### config.mk
export PLATFORM = sky130hd
export DESIGN_NAME = execute
export DESIGN_NICKNAME = d
export VERILOG_FILES = /design/src/rtl/execute.sv
export SDC_FILE = /design/constraint.sdc
export NUM_CORES = 2
export LEC_CHECK = 0
export BUFFER_PORTS_ARGS = -buffer_cell sky130_fd_sc_hd__buf_2
export CORE_UTILIZATION = 35
export CTS_CLUSTER_DIAMETER = 50
export CTS_CLUSTER_SIZE = 8
export DETAILED_ROUTE_END_ITERATION = 8
export PLACE_DENSITY = 0.6
export SYNTH_ARGS = -nofsm -noshare
export SYNTH_HDL_FRONTEND = slang
export SYNTH_SLANG_ARGS = --single-unit
export TNS_END_PERCENT = 20
### constraint.sdc
create_clock -name clk -period 7.6 [get_ports clk]
set_clock_uncertainty 0.2 [all_clocks]
set_input_delay 0.76 -clock clk [delete_from_list [all_inputs] [get_ports clk]]
set_output_delay 0.76 -clock clk [all_outputs]
set_load 0.03 [all_outputs]
### src/rtl/execute.sv
// Execute stage: combinational integer ALU plus an iterative multiply/divide unit (IDLE/BUSY/DONE).
// Optional macro FAST_MUL_EN: multiplies finish in one cycle; divides always stay iterative.
module execute #(
    parameter int  XLEN      = 64,
    parameter int  DIV_ITERS = 64,
    localparam int ID_EX_W   = 4 * XLEN + 55,
    localparam int EX_MEM_W  = 3 * XLEN + 45,
    localparam int FWD_W     = XLEN + 6
) (
    input  logic                clk,
    input  logic                rst,
    input  logic [ID_EX_W-1:0]  moduleIn,
    output logic [EX_MEM_W-1:0] moduleOut,
    output logic [FWD_W-1:0]    forwardSource,
    output logic                ok_to_proceed,
    input  logic                ok_to_proceed_overall
);
    typedef struct packed {
        logic            valid;
        logic [XLEN-1:0] rs1;
        logic [XLEN-1:0] rs2;
        logic [XLEN-1:0] imm;
        logic [3:0]      aluOp;
        logic            useImm;
        logic            isMulDiv;
        logic [2:0]      mdOp;
        logic            isWord;
        logic            memRead;
        logic            memWrite;
        logic [2:0]      memFunct3;
        logic            regWrite;
        logic            isBranch;
        logic [4:0]      wd;
        logic [XLEN-1:0] instrAddr;
        logic [31:0]     instr;
    } id_ex_t;

    typedef struct packed {
        logic            valid;
        logic [XLEN-1:0] aluOut;
        logic [XLEN-1:0] storeData;
        logic            memRead;
        logic            memWrite;
        logic [2:0]      memFunct3;
        logic            regWrite;
        logic            isBranch;
        logic [4:0]      wd;
        logic [XLEN-1:0] instrAddr;
        logic [31:0]     instr;
    } ex_mem_t;

    typedef struct packed {
        logic            valid;
        logic [4:0]      wd;
        logic [XLEN-1:0] wdData;
    } fwd_t;

    typedef enum logic [1:0] {IDLE, BUSY, DONE} md_state_e;

    localparam logic [3:0] ALU_ADD = 4'd0, ALU_SUB = 4'd1, ALU_SLL = 4'd2, ALU_SLT = 4'd3,
                           ALU_SLTU = 4'd4, ALU_XOR = 4'd5, ALU_SRL = 4'd6, ALU_SRA = 4'd7,
                           ALU_OR = 4'd8, ALU_AND = 4'd9, ALU_PASS_B = 4'd10;
    localparam int SHW = $clog2(XLEN);
    localparam int CW  = $clog2(DIV_ITERS + 1);

    id_ex_t    in;
    ex_mem_t   out_q;
    fwd_t      fwd;
    md_state_e state_q, state_d;

    assign in            = moduleIn;
    assign moduleOut     = out_q;
    assign forwardSource = fwd;

    // ---------------- integer ALU ----------------
    logic [XLEN-1:0] op_b, alu_y;
    logic [31:0]     alu_w;

    assign op_b = in.useImm ? in.imm : in.rs2;

    // NOTE: every always_comb output gets a default first so no path can infer a latch.
    always_comb begin
        alu_y = '0;
        alu_w = '0;
        case (in.aluOp)
            ALU_ADD:    alu_y = in.rs1 + op_b;
            ALU_SUB:    alu_y = in.rs1 - op_b;
            ALU_SLL:    alu_y = in.rs1 << op_b[SHW-1:0];
            ALU_SLT:    alu_y = {{(XLEN-1){1'b0}}, $signed(in.rs1) < $signed(op_b)};
            ALU_SLTU:   alu_y = {{(XLEN-1){1'b0}}, in.rs1 < op_b};
            ALU_XOR:    alu_y = in.rs1 ^ op_b;
            ALU_SRL:    alu_y = in.rs1 >> op_b[SHW-1:0];
            ALU_SRA:    alu_y = $signed(in.rs1) >>> op_b[SHW-1:0];
            ALU_OR:     alu_y = in.rs1 | op_b;
            ALU_AND:    alu_y = in.rs1 & op_b;
            ALU_PASS_B: alu_y = op_b;
            default:    alu_y = '0;
        endcase
        case (in.aluOp)
            ALU_SUB: alu_w = in.rs1[31:0] - op_b[31:0];
            ALU_SLL: alu_w = in.rs1[31:0] << op_b[4:0];
            ALU_SRL: alu_w = in.rs1[31:0] >> op_b[4:0];
            ALU_SRA: alu_w = $signed(in.rs1[31:0]) >>> op_b[4:0];
            default: alu_w = in.rs1[31:0] + op_b[31:0];
        endcase
        if (in.isWord) alu_y = {{(XLEN-32){alu_w[31]}}, alu_w};
    end

    // ---------------- M-extension operand preparation ----------------
    logic            a_signed, b_signed, neg_a, neg_b, start, fast, last_step;
    logic [XLEN-1:0] ext_a, ext_b, mag_a, mag_b, fast_result;

    // mdOp is funct3: MUL MULH MULHSU MULHU DIV DIVU REM REMU
    assign a_signed = (in.mdOp != 3'd3) & ~(in.mdOp[2] & in.mdOp[0]);
    assign b_signed = in.mdOp[2] ? ~in.mdOp[0] : ~in.mdOp[1];
    assign ext_a = !in.isWord ? in.rs1 : {{(XLEN-32){a_signed & in.rs1[31]}}, in.rs1[31:0]};
    assign ext_b = !in.isWord ? in.rs2 : {{(XLEN-32){b_signed & in.rs2[31]}}, in.rs2[31:0]};
    assign neg_a = a_signed & ext_a[XLEN-1];
    assign neg_b = b_signed & ext_b[XLEN-1];
    assign mag_a = neg_a ? -ext_a : ext_a;
    assign mag_b = neg_b ? -ext_b : ext_b;
    assign start = in.valid & in.isMulDiv;

    // Sign-corrects the unsigned magnitude result and narrows word ops.
    function automatic logic [XLEN-1:0] md_finish(input logic [2:0] op, input logic word,
                                                  input logic na, input logic nb, input logic dz,
                                                  input logic [XLEN-1:0] hi, input logic [XLEN-1:0] lo);
        logic [2*XLEN-1:0] prod;
        logic [XLEN-1:0]   r;
        prod = (na ^ nb) ? -{hi, lo} : {hi, lo};
        case (op)
            3'd0:              r = prod[XLEN-1:0];
            3'd1, 3'd2, 3'd3:  r = prod[2*XLEN-1:XLEN];
            3'd4, 3'd5:        r = dz ? '1 : ((na ^ nb) ? -lo : lo);
            default:           r = na ? -hi : hi;
        endcase
        if (word) r = {{(XLEN-32){r[31]}}, r[31:0]};
        return r;
    endfunction

`ifdef FAST_MUL_EN
    logic [2*XLEN-1:0] fast_prod;
    assign fast_prod   = (2*XLEN)'(mag_a) * (2*XLEN)'(mag_b);
    assign fast        = ~in.mdOp[2];
    assign fast_result = md_finish(in.mdOp, in.isWord, neg_a, neg_b, 1'b0,
                                   fast_prod[2*XLEN-1:XLEN], fast_prod[XLEN-1:0]);
`else
    assign fast        = 1'b0;
    assign fast_result = '0;
`endif

    // ---------------- iterative shift-add / restoring-divide step ----------------
    logic [CW-1:0]   cnt_q;
    logic [XLEN-1:0] acc_q, lo_q, mag_b_q, result_q, acc_step, lo_step;
    logic [2:0]      op_q;
    logic            word_q, neg_a_q, neg_b_q, div_zero_q;
    logic [XLEN:0]   mul_sum, div_diff;

    assign mul_sum   = {1'b0, acc_q} + (lo_q[0] ? {1'b0, mag_b_q} : '0);
    assign div_diff  = {acc_q, lo_q[XLEN-1]} - {1'b0, mag_b_q};
    assign last_step = (cnt_q == CW'(DIV_ITERS - 1));

    always_comb begin
        acc_step = mul_sum[XLEN:1];
        lo_step  = {mul_sum[0], lo_q[XLEN-1:1]};
        if (op_q[2]) begin
            acc_step = div_diff[XLEN] ? {acc_q[XLEN-2:0], lo_q[XLEN-1]} : div_diff[XLEN-1:0];
            lo_step  = {lo_q[XLEN-2:0], ~div_diff[XLEN]};
        end
    end

    always_comb begin
        state_d = state_q;
        case (state_q)
            IDLE:    if (start) state_d = fast ? DONE : BUSY;
            BUSY:    if (last_step) state_d = DONE;
            DONE:    if (ok_to_proceed_overall) state_d = IDLE;
            default: state_d = IDLE;
        endcase
    end

    // NOTE: sequential state uses non-blocking assignments so all registers update from pre-edge values.
    always_ff @(posedge clk or negedge rst) begin
        if (!rst) begin
            state_q    <= IDLE;
            cnt_q      <= '0;
            result_q   <= '0;
            acc_q      <= '0;
            lo_q       <= '0;
            mag_b_q    <= '0;
            op_q       <= '0;
            word_q     <= 1'b0;
            neg_a_q    <= 1'b0;
            neg_b_q    <= 1'b0;
            div_zero_q <= 1'b0;
        end else begin
            state_q <= state_d;
            case (state_q)
                IDLE: if (start) begin
                    op_q       <= in.mdOp;
                    word_q     <= in.isWord;
                    neg_a_q    <= neg_a;
                    neg_b_q    <= neg_b;
                    div_zero_q <= (ext_b == '0);
                    acc_q      <= '0;
                    lo_q       <= mag_a;
                    mag_b_q    <= mag_b;
                    cnt_q      <= '0;
                    if (fast) result_q <= fast_result;
                end
                BUSY: begin
                    acc_q <= acc_step;
                    lo_q  <= lo_step;
                    cnt_q <= cnt_q + CW'(1);
                    if (last_step)
                        result_q <= md_finish(op_q, word_q, neg_a_q, neg_b_q, div_zero_q, acc_step, lo_step);
                end
                default: ;
            endcase
        end
    end

    // ---------------- retire, bypass and pipeline register ----------------
    logic [XLEN-1:0] ex_result;

    assign ex_result     = in.isMulDiv ? result_q : alu_y;
    assign ok_to_proceed = ~in.valid | ~in.isMulDiv | (state_q == DONE);
    assign fwd.valid     = in.valid & (in.wd != 5'd0) & ~(in.isMulDiv & (state_q != DONE));
    assign fwd.wd        = in.wd;
    assign fwd.wdData    = ex_result;

    always_ff @(posedge clk or negedge rst) begin
        if (!rst) begin
            out_q <= '0;
        end else if (ok_to_proceed_overall) begin
            out_q.valid     <= in.valid;
            out_q.aluOut    <= ex_result;
            out_q.storeData <= in.rs2;
            out_q.memRead   <= in.memRead;
            out_q.memWrite  <= in.memWrite;
            out_q.memFunct3 <= in.memFunct3;
            out_q.regWrite  <= in.regWrite;
            out_q.isBranch  <= in.isBranch;
            out_q.wd        <= in.wd;
            out_q.instrAddr <= in.instrAddr;
            out_q.instr     <= in.instr;
        end
    end
endmodule

==> results.toml <==
[run_status]
outcome = "finished clean"

[drt]
viasPerCell = 6.567
drtPass1Iterations = 6
dr_total_vias = 76500
postRouteAntennaNets = 0
wirelength_mm = 396.9
dr.first_iter.drc_count = 10640
wire_per_inst_um = 34.07
met3_wirelength_mm = 43.74
highest_layer = "met5"
met2RoutedLength_mm = 167.4
drc = 0
met1_length_mm = 158.2

[cts]
clock_latency_ns = 0.74
cts_buffer_depth = 3
path_clk_slew_ns = 0.05
cts-root-buf = "clkbuf_16"
cts_htree_levels = 3
cts_sinks = 509
cts_tree = "yes"
numCtsBuffers = 86

[logic_synthesis]
ys_warn_count = 0
synth-simple-area-share_pct = 20.09
ys_seq_area_share_pct = 20.21
synthTopCellsByArea = "dfrtp_1 (20%), ha_1 (7.1%), o21ai_0 (6.4%), a21oi_1 (5.7%), mux2i_1 (5.7%)"
syn-num-nets = 9147
synth-seq-cells = 509
synth_top_family_by_area = "compound AO/OA/AOI/OAI gates"
synth_ff_type = "dfrtp_1"
netlist_area_um2 = 63030
synth.top_cell.area_share_pct = 20.21
synth-compound-area-share_pct = 29.80
postSynthCellCount = 8471
yosys.area.top_type = "dfrtp_1"
async_flop_share_pct = 100.0
synth_most_common_cell = "nand2_1"
synth.area.mux_share_pct = 11.14
synth_edf_count = 0
yosysUniqueCellTypes = 119
ys_top_cells_by_count = "nand2_1 (875), o21ai_0 (806), nor2_1 (739)"
avgSynthCellArea_um2 = 7.440
synth_xor_area_share_pct = 5.559
synthAdderAreaFrac_pct = 7.246

[pwr]
peakVddDrop_v = 0.0003372
power_frac_comb_pct = 72.4
p_leak_nw = 32.29
intPower_mw = 13.09
p_switching_mw = 16.63
p_seq_share_pct = 14.8
p_sw_share_pct = 55.95
p_total_mw = 29.72
powerDensity_nw_per_um2 = 396.7
pwr-share-clk_pct = 12.9

[sta]
period_share_pct = 97.67
setup_slack_ns = 0.1770
drv_slew = 0
worst_pin_slew_ns = 1.329
setup_viol = 0
hold_slack_ns = 0.05198
hold_viol = 0
min_period_ns = 7.423
fmax_mhz = 134.7
timing.slew.headroom_pct = 11.06

[critical_path]
r2r_slack_ns = 0.31
path_max_fanout = 35
worstPathRequired_ns = 6.64
end_kind = "output port"
critical_path_class = "input pin to output port"
r2r-end = "result_q[60]"
rr_worst_depth = 24
r2r-start = "lo_q[63]"
crit_path_start_kind = "input pin"
critPathArrivalTime_ns = 6.46

[die]
dieArea_um2 = 181800
die_w_um = 426.4
core_area_um2 = 178600
io_pins = 622
die_h_um = 426.4
start_util_pct = 35.29
rows = 155

[place]
hpwl_mm = 317.9
gp_congestion = 1.085
port_buffers = 621
dp_slack_ns = -0.5814

[global_route]
grt_max_degree = 126
grt_pass1_vias = 71160
gr-total-overflow = 0
track_usage_pct = 41.78
grt_pass1_wl_mm = 546.0
antenna_found_initial = 75

[hold_path]
whs_path_depth = 2
hold_path_end = "moduleOut[39]"
holdCritStartpoint = "moduleIn[39]"
min_path_type = "input pin to flip-flop"

[finish]
nFillCells = 18570
postLayoutCoreUtil_pct = 41.94
drive_gt1_share_pct = 20.02
area_delta_synth_final_pct = 18.86
fin_nets = 9892

[job]
cap_violations = 0
what timing repair did:
item                                    4_1_cts  5_1_grt
pin swaps                                     0        2
hold buffers                                  1        0
resized for setup                             6       15
hold endpoints to repair                     73        0
setup buffers                                 0        4
endpoints found under the setup margin       14       34
sequential cells by signal, indices dropped and copies added, names as in the netlist:
signal,count
div_zero_q,1
acc_q,64
state_q,2
result_q,64
mag_b_q,64
moduleOut,237
lo_q,64
word_q,1
neg_a_q,1
neg_b_q,1
cnt_q,7
op_q,3
final cells by class:
class	count	area [um^2]	area share, %
multi-input cells	7007	46950	62.67
repair buffers	1247	8077	10.78
clock buffers	102	2292	3.060
well taps	2355	2947	3.933
diodes	39	97.59	0.1303
clock inverters	25	434.2	0.5796
flip-flops and latches	509	12740	17.01
inverters	365	1375	1.836
layer usage:
layer / track usage, % / vias to the layer above
li1: - / 32770
met1: 54.68 / 37450
met2: 61.45 / 5146
met3: 10.77 / 1082
met4: 24.61 / 52
met5: 0.8466 / -
worst max path at each step:
stage	slack [ns]	depth (start not counted)	endpoint	startpoint
global route	-0.004	24	forwardSource[29]	moduleIn[113]
finish	0.18	24	forwardSource[56]	moduleIn[113]
global placement	-0.50	25	forwardSource[55]	moduleIn[113]
floorplan	-0.008	23	forwardSource[53]	moduleIn[113]
detailed placement	-0.58	25	forwardSource[55]	moduleIn[113]
CTS	0.006	24	forwardSource[56]	moduleIn[113]
power groups by stage:
| stage | sequential (mW) | clock [mW] | combinational [mW] |
|---|---|---|---|
| floorplan | 4.22 | 0 | 13.3 |
| global placement | 4.37 | 0 | 20.6 |
| detailed placement | 4.38 | 0 | 20.6 |
| CTS | 4.34 | 3.87 | 20.8 |
| global route | 4.45 | 3.98 | 22.7 |
| finish | 4.39 | 3.82 | 21.5 |
cells in the final DEF (no fill, tap or decap), types with 89 or more instances in the layout:
cell type  instances
ha_1             357
o21ai_0          802
mux2_2           259
a21oi_1          706
nand2_1          871
buf_2            615
nor3_1           224
xor2_1           136
inv_1            346
o221ai_1         129
buf_4            609
o211ai_1         101
nand3_1          228
nand4_1           89
and2_1           114
a21o_1           106
xnor2_1          262
mux2i_1          349
a31oi_1          110
dfrtp_1          507
nor2_1           733
stage by stage:
step / std cells / TNS [ns] / area [um^2]
finish: 11650 / 0 / 74910
global route: 11620 / -0.003946 / 74850
floorplan: 8471 / -0.05402 / 63150
global placement: 11480 / -2.074 / 71930
CTS: 11610 / 0 / 74690
detailed placement: 11480 / -2.603 / 71930
kinds of logic (layout without fill, tap and decap cells):
kind of cell    after synthesis  after routing
flops                       509            509
simple gates               2705           2705
compound gates             2900           2900
fa+ha+maj                   362            362
xor+xnor                    400            400
mux                         640            640
other cells                   0             39
buf+inv                     955           1739
worst max-delay path: stages:
cell and delay (ns):
buf_6 0.19, buf_12 0.25, buf_4 0.49, mux2i_1 0.25, buf_4 0.16, ha_1 0.24, inv_1 0.10, o21bai_1 0.09
a21oi_1 0.21, nand2_1 0.13, a311oi_1 0.41, o221ai_1 0.21, buf_4 0.19, a211o_1 0.32, buf_4 0.17, a2111oi_2 0.36
o21ai_1 0.24, buf_4 0.20, a21o_1 0.19, a21o_1 0.19, o311a_1 0.34, a21oi_1 0.27, a2bb2oi_4 0.19, buf_2 0.24
(Power assumes the default switching activity.)
